$ cat src/rtl/pulse_tx_job_sequencer.sv
// Job sequencer for the pulse transmitter: queues frame descriptors and walks the
// transmitter through them with a clean start edge, completion detect and inter-frame gap.
module pulse_tx_job_sequencer #(
    parameter int DEPTH         = 4,
    parameter int GAP_WIDTH     = 16,
    parameter int START_TIMEOUT = 15
) (
    input  logic                       clk,
    input  logic                       rst_n,
    input  logic                       job_valid,
    output logic                       job_ready,
    input  logic [6:0]                 job_end_index,
    input  logic [6:0]                 job_loopback_index,
    input  logic [7:0]                 job_loop_count,
    input  logic [GAP_WIDTH-1:0]       job_gap,
    input  logic                       abort,
    input  logic                       irq_clear,
    output logic                       tx_start,
    output logic [6:0]                 tx_end_index,
    output logic [6:0]                 tx_loopback_index,
    output logic [7:0]                 tx_loop_count,
    input  logic                       tx_active,
    output logic                       job_done,
    output logic                       busy,
    output logic [$clog2(DEPTH+1)-1:0] fifo_level,
    output logic                       start_err,
    output logic                       irq
);

    localparam int PTR_W = (DEPTH > 1) ? $clog2(DEPTH) : 1;
    localparam int LVL_W = $clog2(DEPTH + 1);
    localparam int TMO_W = $clog2(START_TIMEOUT + 1);
    localparam int JOB_W = 22 + GAP_WIDTH;

    typedef enum logic [2:0] {
        S_IDLE,
        S_LOAD,
        S_START,
        S_RUN,
        S_GAP
    } state_t;

    state_t               state;
    logic [JOB_W-1:0]     mem [DEPTH];
    logic [PTR_W-1:0]     wr_ptr;
    logic [PTR_W-1:0]     rd_ptr;
    logic [LVL_W-1:0]     level;
    logic [JOB_W-1:0]     head;
    logic                 fifo_empty;
    logic                 fifo_full;
    logic                 push;
    logic                 pop;
    logic [GAP_WIDTH-1:0] cur_gap;
    logic [GAP_WIDTH-1:0] gap_cnt;
    logic [TMO_W-1:0]     tmo_cnt;

    assign fifo_empty = (level == '0);
    assign fifo_full  = (level == LVL_W'(DEPTH));
    // A concurrent push during abort is refused so the flush leaves the queue truly empty.
    assign job_ready  = !fifo_full && !abort;
    assign push       = job_valid && job_ready;
    assign pop        = (state == S_IDLE) && !fifo_empty && !abort;
    assign head       = mem[rd_ptr];
    assign busy       = (state != S_IDLE);
    assign fifo_level = level;

    always_ff @(posedge clk) begin
        if (push) begin
            mem[wr_ptr] <= {job_end_index, job_loopback_index, job_loop_count, job_gap};
        end
    end

    always_ff @(posedge clk) begin
        if (!rst_n) begin
            wr_ptr <= '0;
            rd_ptr <= '0;
            level  <= '0;
        end else if (abort) begin
            wr_ptr <= '0;
            rd_ptr <= '0;
            level  <= '0;
        end else begin
            if (push) begin
                wr_ptr <= wr_ptr + PTR_W'(1);
            end
            if (pop) begin
                rd_ptr <= rd_ptr + PTR_W'(1);
            end
            case ({push, pop})
                2'b10:   level <= level + LVL_W'(1);
                2'b01:   level <= level - LVL_W'(1);
                default: level <= level;
            endcase
        end
    end

    always_ff @(posedge clk) begin
        if (!rst_n) begin
            state             <= S_IDLE;
            tx_start          <= 1'b0;
            tx_end_index      <= '0;
            tx_loopback_index <= '0;
            tx_loop_count     <= '0;
            cur_gap           <= '0;
            gap_cnt           <= '0;
            tmo_cnt           <= '0;
            job_done          <= 1'b0;
            start_err         <= 1'b0;
            irq               <= 1'b0;
        end else begin
            job_done <= 1'b0;
            // Clear first so a set later in this block wins over a simultaneous clear.
            if (irq_clear) begin
                irq       <= 1'b0;
                start_err <= 1'b0;
            end
            if (abort) begin
                state    <= S_IDLE;
                tx_start <= 1'b0;
            end else begin
                case (state)
                    S_IDLE: begin
                        tx_start <= 1'b0;
                        if (pop) begin
                            tx_end_index      <= head[JOB_W-1 -: 7];
                            tx_loopback_index <= head[JOB_W-8 -: 7];
                            tx_loop_count     <= head[GAP_WIDTH+7 -: 8];
                            cur_gap           <= head[GAP_WIDTH-1:0];
                            state             <= S_LOAD;
                        end
                    end
                    S_LOAD: begin
                        tx_start <= 1'b1;
                        tmo_cnt  <= '0;
                        state    <= S_START;
                    end
                    S_START: begin
                        if (tx_active) begin
                            state <= S_RUN;
                        end else if (tmo_cnt == TMO_W'(START_TIMEOUT - 1)) begin
                            start_err <= 1'b1;
                            tx_start  <= 1'b0;
                            state     <= S_IDLE;
                        end else begin
                            tmo_cnt <= tmo_cnt + TMO_W'(1);
                        end
                    end
                    S_RUN: begin
                        if (!tx_active) begin
                            job_done <= 1'b1;
                            tx_start <= 1'b0;
                            if (fifo_empty) begin
                                irq <= 1'b1;
                            end
                            if (cur_gap == '0) begin
                                state <= S_IDLE;
                            end else begin
                                gap_cnt <= cur_gap;
                                state   <= S_GAP;
                            end
                        end
                    end
                    S_GAP: begin
                        tx_start <= 1'b0;
                        if (gap_cnt == GAP_WIDTH'(1)) begin
                            state <= S_IDLE;
                        end else begin
                            gap_cnt <= gap_cnt - GAP_WIDTH'(1);
                        end
                    end
                    default: begin
                        tx_start <= 1'b0;
                        state    <= S_IDLE;
                    end
                endcase
            end
        end
    end

endmodule

$ cat config.mk
export PLATFORM = sky130hd
export DESIGN_NAME = pulse_tx_job_sequencer
export DESIGN_NICKNAME = d
export VERILOG_FILES = /design/src/rtl/pulse_tx_job_sequencer.sv
export SDC_FILE = /design/constraint.sdc
export NUM_CORES = 1
export LEC_CHECK = 0
export BUFFER_PORTS_ARGS = -buffer_cell sky130_fd_sc_hd__clkbuf_2
export CELL_PAD_IN_SITES_DETAIL_PLACEMENT = 1
export CELL_PAD_IN_SITES_GLOBAL_PLACEMENT = 1
export CORE_MARGIN = 1
export CORE_UTILIZATION = 40
export CTS_BUF_LIST = sky130_fd_sc_hd__clkbuf_2 sky130_fd_sc_hd__clkbuf_4 sky130_fd_sc_hd__clkbuf_8
export CTS_CLUSTER_DIAMETER = 80
export DETAILED_ROUTE_END_ITERATION = 10
export GPL_ROUTABILITY_DRIVEN = 1
export PLACE_DENSITY = 0.68
export SYNTH_ARGS = -nofsm -noshare
export SYNTH_HDL_FRONTEND = slang
export SYNTH_SLANG_ARGS = --single-unit
$ cat constraint.sdc
create_clock -name clk -period 2.9 [get_ports clk]
set_input_delay 0.29 -clock clk [delete_from_list [all_inputs] [get_ports clk]]
set_output_delay 0.29 -clock clk [all_outputs]
set_load 0.01 [all_outputs]
==> out/results.ini, run 1 <==
[sta]
whs_ns = 0.0298
tightest_slew_ns = 0.675
finalWorstSetupSlack_ns = 0.238
max_slew_margin_pct = 55.0
setup_tns_ns = 0
hold_viol = 0
post-route-min-period_ns = 2.66
max_freq_mhz = 376
drv_slew = 0
setup_viol = 0
clock-skew-final_ns = 0.0244
rsz0062_at_grt = no
period_share_pct = 91.8

[power_and_ir_drop]
vdd_drop_max_mv = 0.489
static-leakage-power_nw = 3.66
powerDensity_nw_per_um2 = 627

[clock_network]
cts_inserted_buffers = 39
cts_tree = built
cts_hold_buf = 38
cts_resized = 0
cts_buffer_depth = 3
clock_sinks = 224
clkTransAtPathRegs_ns = 0.06
root_buffer = clkbuf_8
worstSkewPairLatency_ns = 0.53
h-tree-depth = 2
post_cts_buffers = 0

[logic_synthesis]
yosysWarnings = 0
ys_async_sr_fraction_pct = 0
yosysSeqAreaShare_pct = 68.1
synth_top_family_by_area = multiplexers
synthSimpleGateAreaFrac_pct = 8.91
synth_edf_count = 152
synthMuxAreaShare_pct = 10.1
ys.flop_type = edfxtp_1
synth_top_area_share_pct = 51.7
synth.avg_cell_area_sq_um = 14.1
syn_nets = 680
synth_cell_types = 53
synthTopCellsByCount = edfxtp_1, nand2_1, dfxtp_1
yosysMostFrequentCell = edfxtp_1
yosysTopAreaCell = edfxtp_1
syn-instance-count = 626
synth_area_sq_um = 8820
synth_xor_area_share_pct = 0.496
synth_area_leaders = edfxtp_1, dfxtp_1, mux4_2, nand2_1, a21oi_1
yosys.area_share.adder_pct = 1.50
synth_compound_area_share_pct = 8.57
ys_seq_elements = 224

[routing]
drc = 0
viasPerCell = 5.41
drtPass1Iterations = 4
wl_per_cell_um = 19.4
drt-total-wl_mm = 20.5
drtIter0Drc = 274
num_vias = 5738
postRouteAntennaNets = 0

[setup_path]
cp_data_arrival_time_ns = 3.10
worst-path-buf-inv = 0
slowest_stage = or4b_2
crit_family = simple AND/OR/NAND/NOR gates
required_ns = 3.34
worstSetupPathDepth = 6
critPathCaptureType = register
crit_path_max_fanout = 17
cp_slowest_stage_delay_ns = 0.59
r2r_cells = 6
crit_chain = ha_1, or4b_2, or4_4, a32oi_4, o311ai_0, o31ai_1
path_class = register to register
cp-start-kind = register

[die]
die_height_um = 151
ios = 75
start_util_pct = 41.3
fp.coreArea_sq_um = 21400
die_w_um = 151
std_cell_rows = 53
design.die.area_sq_um = 22700

[final_layout]
finalNetCount = 808
syn_to_final_growth_pct = 21.2
drive_above_1_share_pct = 26.9
seqCellArea_sq_um = 6010
multi_input_area_sq_um = 2610
fin_util_pct = 50.1
nFillCells = 2171
num_antenna_cells = 0

[placed_design]
gp_congestion = 0.770
place_hpwl_mm = 12.1
io_buffers = 74
place_ws_ns = 0.251

[run]
maxCapViolCount = 0

[worst_hold_path]
whs_path_depth = 1
hold_path_class = primary input to register

[global_route]
antenna_found_initial = 0
track_usage_pct = 19.2
grt_pass1_wl_mm = 33.2
gr-total-overflow = 0
grt_pass1_vias = 6429
grt_max_degree = 41

[outcome]
status = finished clean

final timing paths:
kind,startpoint,end,slack [ns]
min,job_gap[9],mem[3][9],0.03
max reg2reg,gap_cnt[0],gap_cnt[12],0.24
max,gap_cnt[0],gap_cnt[12],0.24
min reg2reg,tx_loop_count[0],tx_loop_count[0],0.45
metal layers:
metal	track usage, %	vias up	wire [um]
li1	-	2648	-
met1	23.4	2927	8730
met2	34.0	122	10500
met3	3.76	41	891
met4	6.52	0	410
met5	0	-	0
registers in the layout, summed over array words and instances (netlist names):
register	cells
wr_ptr	2
tx_loopback_index	7
gap_cnt	16
job_done	1
state	3
mem	152
tx_loop_count	8
tmo_cnt	4
cur_gap	16
tx_start	1
start_err	1
irq	1
tx_end_index	7
rd_ptr	2
fifo_level	3
worst register-to-register path: cells and delay by family, from the launching register on:
| kind | cells | cell delay, ns |
|---|---|---|
| compound gates | 3 | 0.89 |
| fa+ha+maj | 1 | 0.18 |
| flops | 1 | 0.39 |
| simple gates | 2 | 1.13 |
cell usage in the layout (no fill, tap or decap), drive strengths merged, types with 6 or more instances in the layout:
master / instances
nor2: 16
nor4: 11
mux4: 38
o21ai: 21
ha: 9
clkinv: 9
dlygate4sd3: 38
and3: 7
a21oi: 60
edfxtp: 152
or3: 6
clkbuf: 134
inv: 15
o31ai: 11
buf: 15
dfxtp: 72
nand2: 97
layout make-up:
| type | instances | share of cell area, % |
|---|---|---|
| Sequential cell | 224 | 56.2 |
| Multi-Input combinational cell | 348 | 24.4 |
| Timing Repair Buffer | 127 | 8.19 |
| Clock buffer | 60 | 6.73 |
| Tap cell | 275 | 3.22 |
| Clock inverter | 12 | 0.807 |
| Inverter | 14 | 0.491 |
through the flow:
step	std cells	instance area, sq um	total power [W]
finish	1060	10700	0.00671
floorplan	626	8820	0.00368
global route	1060	10700	0.00696
CTS	1060	10700	0.00680
global placement	950	9510	0.00378
detailed placement	950	9510	0.00380
cells by family (layout without fill, tap and decap cells):
logic type	Yosys count	count (layout)
mux	41	41
simple gates	168	168
xor+xnor	5	5
buf+inv	54	213
compound gates	124	124
fa+ha+maj	10	10
flops	224	224
power by group:
group          internal (W)  switching (W)
logic              0.000124       0.000162
registers           0.00346      0.0000218
clock network       0.00168        0.00126
(Power assumes the default switching activity.)
==> run 2, diff against run 1 <==
--- a/config.mk
+++ b/config.mk
@@ -15,6 +15,7 @@
 export DETAILED_ROUTE_END_ITERATION = 10
 export GPL_ROUTABILITY_DRIVEN = 1
 export PLACE_DENSITY = 0.68
+export REMOVE_ABC_BUFFERS = 1
 export SYNTH_ARGS = -nofsm -noshare
 export SYNTH_HDL_FRONTEND = slang
 export SYNTH_SLANG_ARGS = --single-unit
==> run 2 against run 1 <==
Compared with the run above: utilization is 0.28 points higher; global-route usage is 0.58 points higher; sequential share of layout area is 0.31 points lower; sequential power hardly changed; cell count hardly changed; via count is 0.85% higher; worst hold slack better by 0.093 ns; register-to-register slack hardly changed; design area is 0.55% higher; total power is 0.71% higher; setup slack worse by 0.014 ns.
==> out/results.ini, run 2 (synthesis gave the netlist of run 1 again) <==
[final_layout]
drive_above_1_share_pct = 27.1  ; was 26.9%
fin_util_pct = 50.4  ; was 50.1%
num_antenna_cells = 0  ; unchanged
regMostFlops = mem  ; unchanged
largest_register_ffs = 152  ; unchanged
mostFrequentLayoutCells = edfxtp_1, nand2_1, clkbuf_2  ; unchanged
nFillCells = 2178  ; was 2,171
reg.largest.list = mem: 152 flops, cur_gap: 16 flops, gap_cnt: 16 flops  ; unchanged
finalNetCount = 810  ; was 808
final_cell_area_sq_um = 10800  ; was 10,700 sq um
final_common_cell = edfxtp_1  ; unchanged
syn_to_final_growth_pct = 21.9  ; was 21.2%

[die]
die_height_um = 151  ; unchanged
fp.coreArea_sq_um = 21400  ; unchanged
std_cell_rows = 53  ; unchanged
start_util_pct = 41.3  ; unchanged
die_w_um = 151  ; unchanged
ios = 75  ; unchanged
design.die.area_sq_um = 22700  ; unchanged

[power_and_ir_drop]
powerDensity_nw_per_um2 = 628  ; was 627 nW/um^2
vdd_drop_max_mv = 0.425  ; was 0.489 mV
static-leakage-power_nw = 3.67  ; was 3.66 nW

[global_route]
track_usage_pct = 19.8  ; was 19.2%
grt_pass1_vias = 6347  ; was 6,429
antenna_found_initial = 0  ; unchanged
gr-total-overflow = 0  ; unchanged
grt_pass1_wl_mm = 33.9  ; was 33.2 mm
grt_max_degree = 41  ; unchanged

[clock_network]
cts_hold_buf = 39  ; was 38
clock_sinks = 224  ; unchanged
cts_buffer_depth = 3  ; unchanged
cts_tree = built  ; unchanged
post_cts_buffers = 0  ; unchanged
cts_inserted_buffers = 39  ; unchanged
worstSkewPairLatency_ns = 0.53  ; about the same
clkTransAtPathRegs_ns = 0.07  ; was 0.06 ns
h-tree-depth = 2  ; unchanged
root_buffer = clkbuf_8  ; unchanged
cts_resized = 0  ; unchanged

[sta]
max_slew_margin_pct = 53.2  ; was 55.0%
tightest_slew_ns = 0.700  ; was 0.675 ns
post-route-min-period_ns = 2.68  ; was 2.66 ns
rsz0062_at_grt = no  ; unchanged
setup_viol = 0  ; unchanged
setup_tns_ns = 0  ; unchanged
period_share_pct = 92.3  ; was 91.8%
hold_viol = 0  ; unchanged
drv_slew = 0  ; unchanged
whs_ns = 0.123  ; was 0.0298 ns
max_freq_mhz = 374  ; was 376 MHz
clock-skew-final_ns = 0.0170  ; was 0.0244 ns

[placed_design]
io_buffers = 74  ; unchanged
place_area_sq_um = 9540  ; was 9510 sq um
gp_congestion = 0.782  ; was 0.770
place_hpwl_mm = 12.7  ; was 12.1 mm

[routing]
drtIter0Drc = 200  ; was 274
postRouteAntennaNets = 0  ; unchanged
num_vias = 5787  ; was 5,738
drt-total-wl_mm = 21.2  ; was 20.5 mm
drc = 0  ; unchanged
wl_per_cell_um = 20.0  ; was 19.4 um
drtPass1Iterations = 5  ; was 4
viasPerCell = 5.45  ; was 5.41

[setup_path]
required_ns = 3.34  ; about the same
path_class = register to register  ; unchanged
slowest_stage = or4b_2  ; unchanged
crit_family = simple AND/OR/NAND/NOR gates  ; unchanged
crit_chain = ha_1, or4b_2, or4_4, a32oi_4, o311ai_0, o31ai_1  ; unchanged
critPathCaptureType = register  ; unchanged
cp_data_arrival_time_ns = 3.11  ; was 3.10 ns
worst-path-buf-inv = 0  ; unchanged
crit_path_max_fanout = 17  ; unchanged
cp-start-kind = register  ; unchanged
cp_slowest_stage_delay_ns = 0.59  ; about the same

[run]
maxCapViolCount = 0  ; unchanged

[outcome]
status = finished clean  ; unchanged

[worst_hold_path]
hold_path_class = primary input to register  ; unchanged

==> run 2: metal layers <==
| layer | global-route usage (%) | up-vias | routed length, um |
|---|---|---|---|
| li1 | - | 2644 | - |
| met1 | 24.4 | 2979 | 9020 |
| met2 | 34.6 | 132 | 10900 |
| met3 | 3.76 | 32 | 937 |
| met4 | 6.92 | 0 | 354 |
| met5 | 0 | - | 0 |
==> run 2: cell type report <==
type / count / area (sq um) / area share (%)
clock inverters: 9 / 87.6 / 0.814
clock buffers: 62 / 734 / 6.83
repair buffers: 129 / 918 / 8.54
multi-input cells: 348 / 2610 / 24.3
well taps: 275 / 344 / 3.20
flip-flops and latches: 224 / 6010 / 55.9
inverters: 14 / 52.6 / 0.489
==> run 2: path summary, 6_finish.rpt <==
check             startpoint               to  slack (ns)  cells past startpoint
min                tx_active         job_done        0.12                      2
max               gap_cnt[0]       gap_cnt[7]        0.22                      6
min reg2reg  tx_end_index[0]  tx_end_index[0]        0.45                      2
max reg2reg       gap_cnt[0]       gap_cnt[7]        0.22                      6
==> run 2: per-stage QoR <==
stage,total power [W],cells,setup WS (ns)
finish,0.00676,1061,0.224
global route,0.00699,1061,0.104
CTS,0.00684,1061,0.263
detailed placement,0.00380,951,0.293
global placement,0.00378,951,0.408
floorplan,0.00367,586,-0.761
==> run 2: power breakdown <==
group	switching (W)	leakage [nW]	internal, W
Sequential	0.0000203	1.96	0.00346
Combinational	0.000169	1.28	0.000127
Clock	0.00127	0.433	0.00171
==> run 3, diff against run 2 <==
--- a/config.mk
+++ b/config.mk
@@ -5,7 +5,6 @@
 export SDC_FILE = /design/constraint.sdc
 export NUM_CORES = 1
 export LEC_CHECK = 0
-export BUFFER_PORTS_ARGS = -buffer_cell sky130_fd_sc_hd__clkbuf_2
 export CELL_PAD_IN_SITES_DETAIL_PLACEMENT = 1
 export CELL_PAD_IN_SITES_GLOBAL_PLACEMENT = 1
 export CORE_MARGIN = 1
@@ -13,8 +12,9 @@
 export CTS_BUF_LIST = sky130_fd_sc_hd__clkbuf_2 sky130_fd_sc_hd__clkbuf_4 sky130_fd_sc_hd__clkbuf_8
 export CTS_CLUSTER_DIAMETER = 80
 export DETAILED_ROUTE_END_ITERATION = 10
-export GPL_ROUTABILITY_DRIVEN = 1
-export PLACE_DENSITY = 0.68
+export DONT_BUFFER_PORTS = 1
+export GPL_ROUTABILITY_DRIVEN = 0
+export PLACE_DENSITY = 0.64
 export REMOVE_ABC_BUFFERS = 1
 export SYNTH_ARGS = -nofsm -noshare
 export SYNTH_HDL_FRONTEND = slang
==> constraint.sdc (replaced) <==
create_clock -name clk -period 2.9 [get_ports clk]
set_input_delay 0.29 -clock clk [delete_from_list [all_inputs] [get_ports clk]]
set_output_delay 0.29 -clock clk [all_outputs]
set_load 0.05 [all_outputs]
==> run 3 against run 2 <==
Compared with the run above: die area is the same; combinational power down 13%; non-clock buffer count fell by 66; largest power group unchanged; highest routed layer unchanged.
==> out/results.ini, run 3 (synthesis gave the netlist of run 1 again) <==
[outcome]
status = finished clean  ; unchanged

[final_layout]
regMostFlops = mem  ; unchanged
reg.largest.list = mem: 152 flops, cur_gap: 16 flops, gap_cnt: 16 flops  ; unchanged
fin_cells = 998  ; was 1,061
final_common_cell = edfxtp_1  ; unchanged
finalNetCount = 745  ; was 810
num_antenna_cells = 0  ; unchanged
drive_above_1_share_pct = 20.5  ; was 27.1%
nFillCells = 2158  ; was 2,178
largest_register_ffs = 152  ; unchanged
mostFrequentLayoutCells = edfxtp_1, nand2_1, dfxtp_1  ; was edfxtp_1, nand2_1, clkbuf_2
syn_to_final_growth_pct = 19.3  ; was 21.9%
fin_util_pct = 49.3  ; was 50.4%

[routing]
viasPerCell = 5.49  ; was 5.45
wl_per_cell_um = 20.1  ; was 20.0 um
drt-total-wl_mm = 20.1  ; was 21.2 mm
drtPass1Iterations = 4  ; was 5
postRouteAntennaNets = 0  ; unchanged
drtIter0Drc = 278  ; was 200
drc = 0  ; unchanged
num_vias = 5475  ; was 5,787

[placed_design]
io_buffers = 0  ; was 74
dp.cells = 881  ; was 951
place_hpwl_mm = 12.2  ; was 12.7 mm

[setup_path]
crit_path_max_fanout = 17  ; unchanged
crit_family = simple AND/OR/NAND/NOR gates  ; unchanged
required_ns = 3.32  ; was 3.34 ns
slowest_stage = or4b_2  ; unchanged
cp_data_arrival_time_ns = 3.04  ; was 3.11 ns
cp-start-kind = register  ; unchanged
crit_chain = ha_1, or4b_2, or4_4, a32oi_4, o311ai_0, o31ai_1  ; unchanged
cp_slowest_stage_delay_ns = 0.59  ; about the same
critPathCaptureType = register  ; unchanged
worst-path-buf-inv = 0  ; unchanged
path_class = register to register  ; unchanged

[clock_network]
cts_tree = built  ; unchanged
root_buffer = clkbuf_8  ; unchanged
clock_sinks = 224  ; unchanged
worstSkewPairLatency_ns = 0.54  ; was 0.53 ns
clkTransAtPathRegs_ns = 0.06  ; was 0.07 ns
cts_inserted_buffers = 40  ; was 39
h-tree-depth = 2  ; unchanged
cts_buffer_depth = 3  ; unchanged

[sta]
setup_tns_ns = 0  ; unchanged
drv_slew = 0  ; unchanged
whs_ns = 0.0302  ; was 0.123 ns
tightest_slew_ns = 0.789  ; was 0.700 ns
post-route-min-period_ns = 2.63  ; was 2.68 ns
rsz0062_at_grt = no  ; unchanged
max_slew_margin_pct = 47.3  ; was 53.2%
hold_viol = 0  ; unchanged
max_freq_mhz = 381  ; was 374 MHz
setup_viol = 0  ; unchanged
period_share_pct = 90.6  ; was 92.3%
clock-skew-final_ns = 0.0361  ; was 0.0170 ns

[die]
fp.coreArea_sq_um = 21400  ; unchanged
start_util_pct = 41.3  ; unchanged
die_w_um = 151  ; unchanged
design.die.area_sq_um = 22700  ; unchanged
std_cell_rows = 53  ; unchanged
ios = 75  ; unchanged
die_height_um = 151  ; unchanged

[global_route]
gr-total-overflow = 0  ; unchanged
grt_pass1_vias = 6081  ; was 6,347
grt_max_degree = 41  ; unchanged
grt_pass1_wl_mm = 32.8  ; was 33.9 mm
track_usage_pct = 18.8  ; was 19.8%
antenna_found_initial = 0  ; unchanged

[power_and_ir_drop]
powerDensity_nw_per_um2 = 651  ; was 628 nW/um^2
vdd_drop_max_mv = 0.500  ; was 0.425 mV
static-leakage-power_nw = 3.43  ; was 3.67 nW

[worst_hold_path]
hold_path_class = primary input to register  ; unchanged

[run]
maxCapViolCount = 0  ; unchanged

run 3: area by class of cell:
| class | count | area, sq um | area share [%] |
|---|---|---|---|
| Timing Repair Buffer | 63 | 643 | 6.11 |
| Clock inverter | 13 | 128 | 1.21 |
| Sequential cell | 224 | 6010 | 57.1 |
| Clock buffer | 61 | 733 | 6.97 |
| Inverter | 14 | 52.6 | 0.499 |
| Multi-Input combinational cell | 348 | 2620 | 24.9 |
| Tap cell | 275 | 344 | 3.27 |
run 3: power breakdown:
part | switching, W | total [W] | internal, W
logic | 0.000149 | 0.000258 | 0.000109
registers | 0.0000504 | 0.00351 | 0.00346
clock network | 0.00127 | 0.00308 | 0.00181
run 3: path summary, 6_finish.rpt:
kind,startpoint,slack (ns),depth (start not counted),end
setup / recovery,gap_cnt[0],0.27,6,gap_cnt[11]
setup reg to reg,gap_cnt[0],0.27,6,gap_cnt[11]
hold / removal,rst_n,0.03,2,gap_cnt[11]
hold reg to reg,cur_gap[12],0.48,2,cur_gap[12]
run 3: layer usage:
metal	global-route usage [%]	part of all wire, %	vias up
met4	5.00	1.2	0
met3	4.42	4.9	23
met2	32.9	51	126
li1	-	-	2516
met5	0	0	-
met1	23.3	43	2810
run 3: what timing repair did:
item,4_1_cts,5_1_grt
hold buffers,43,0
hold endpoints to repair,167,0
gates resized for setup,0,0
buffers inserted,0,0
run 3: per-stage QoR:
step	worst slack, ns	cell area [sq um]	power (W)
2_1_floorplan	-1.00	8660	0.00370
3_3_place_gp	0.428	9240	0.00376
3_5_place_dp	0.296	9240	0.00377
4_1_cts	0.259	10500	0.00694
5_1_grt	0.111	10500	0.00711
6_report	0.273	10500	0.00685
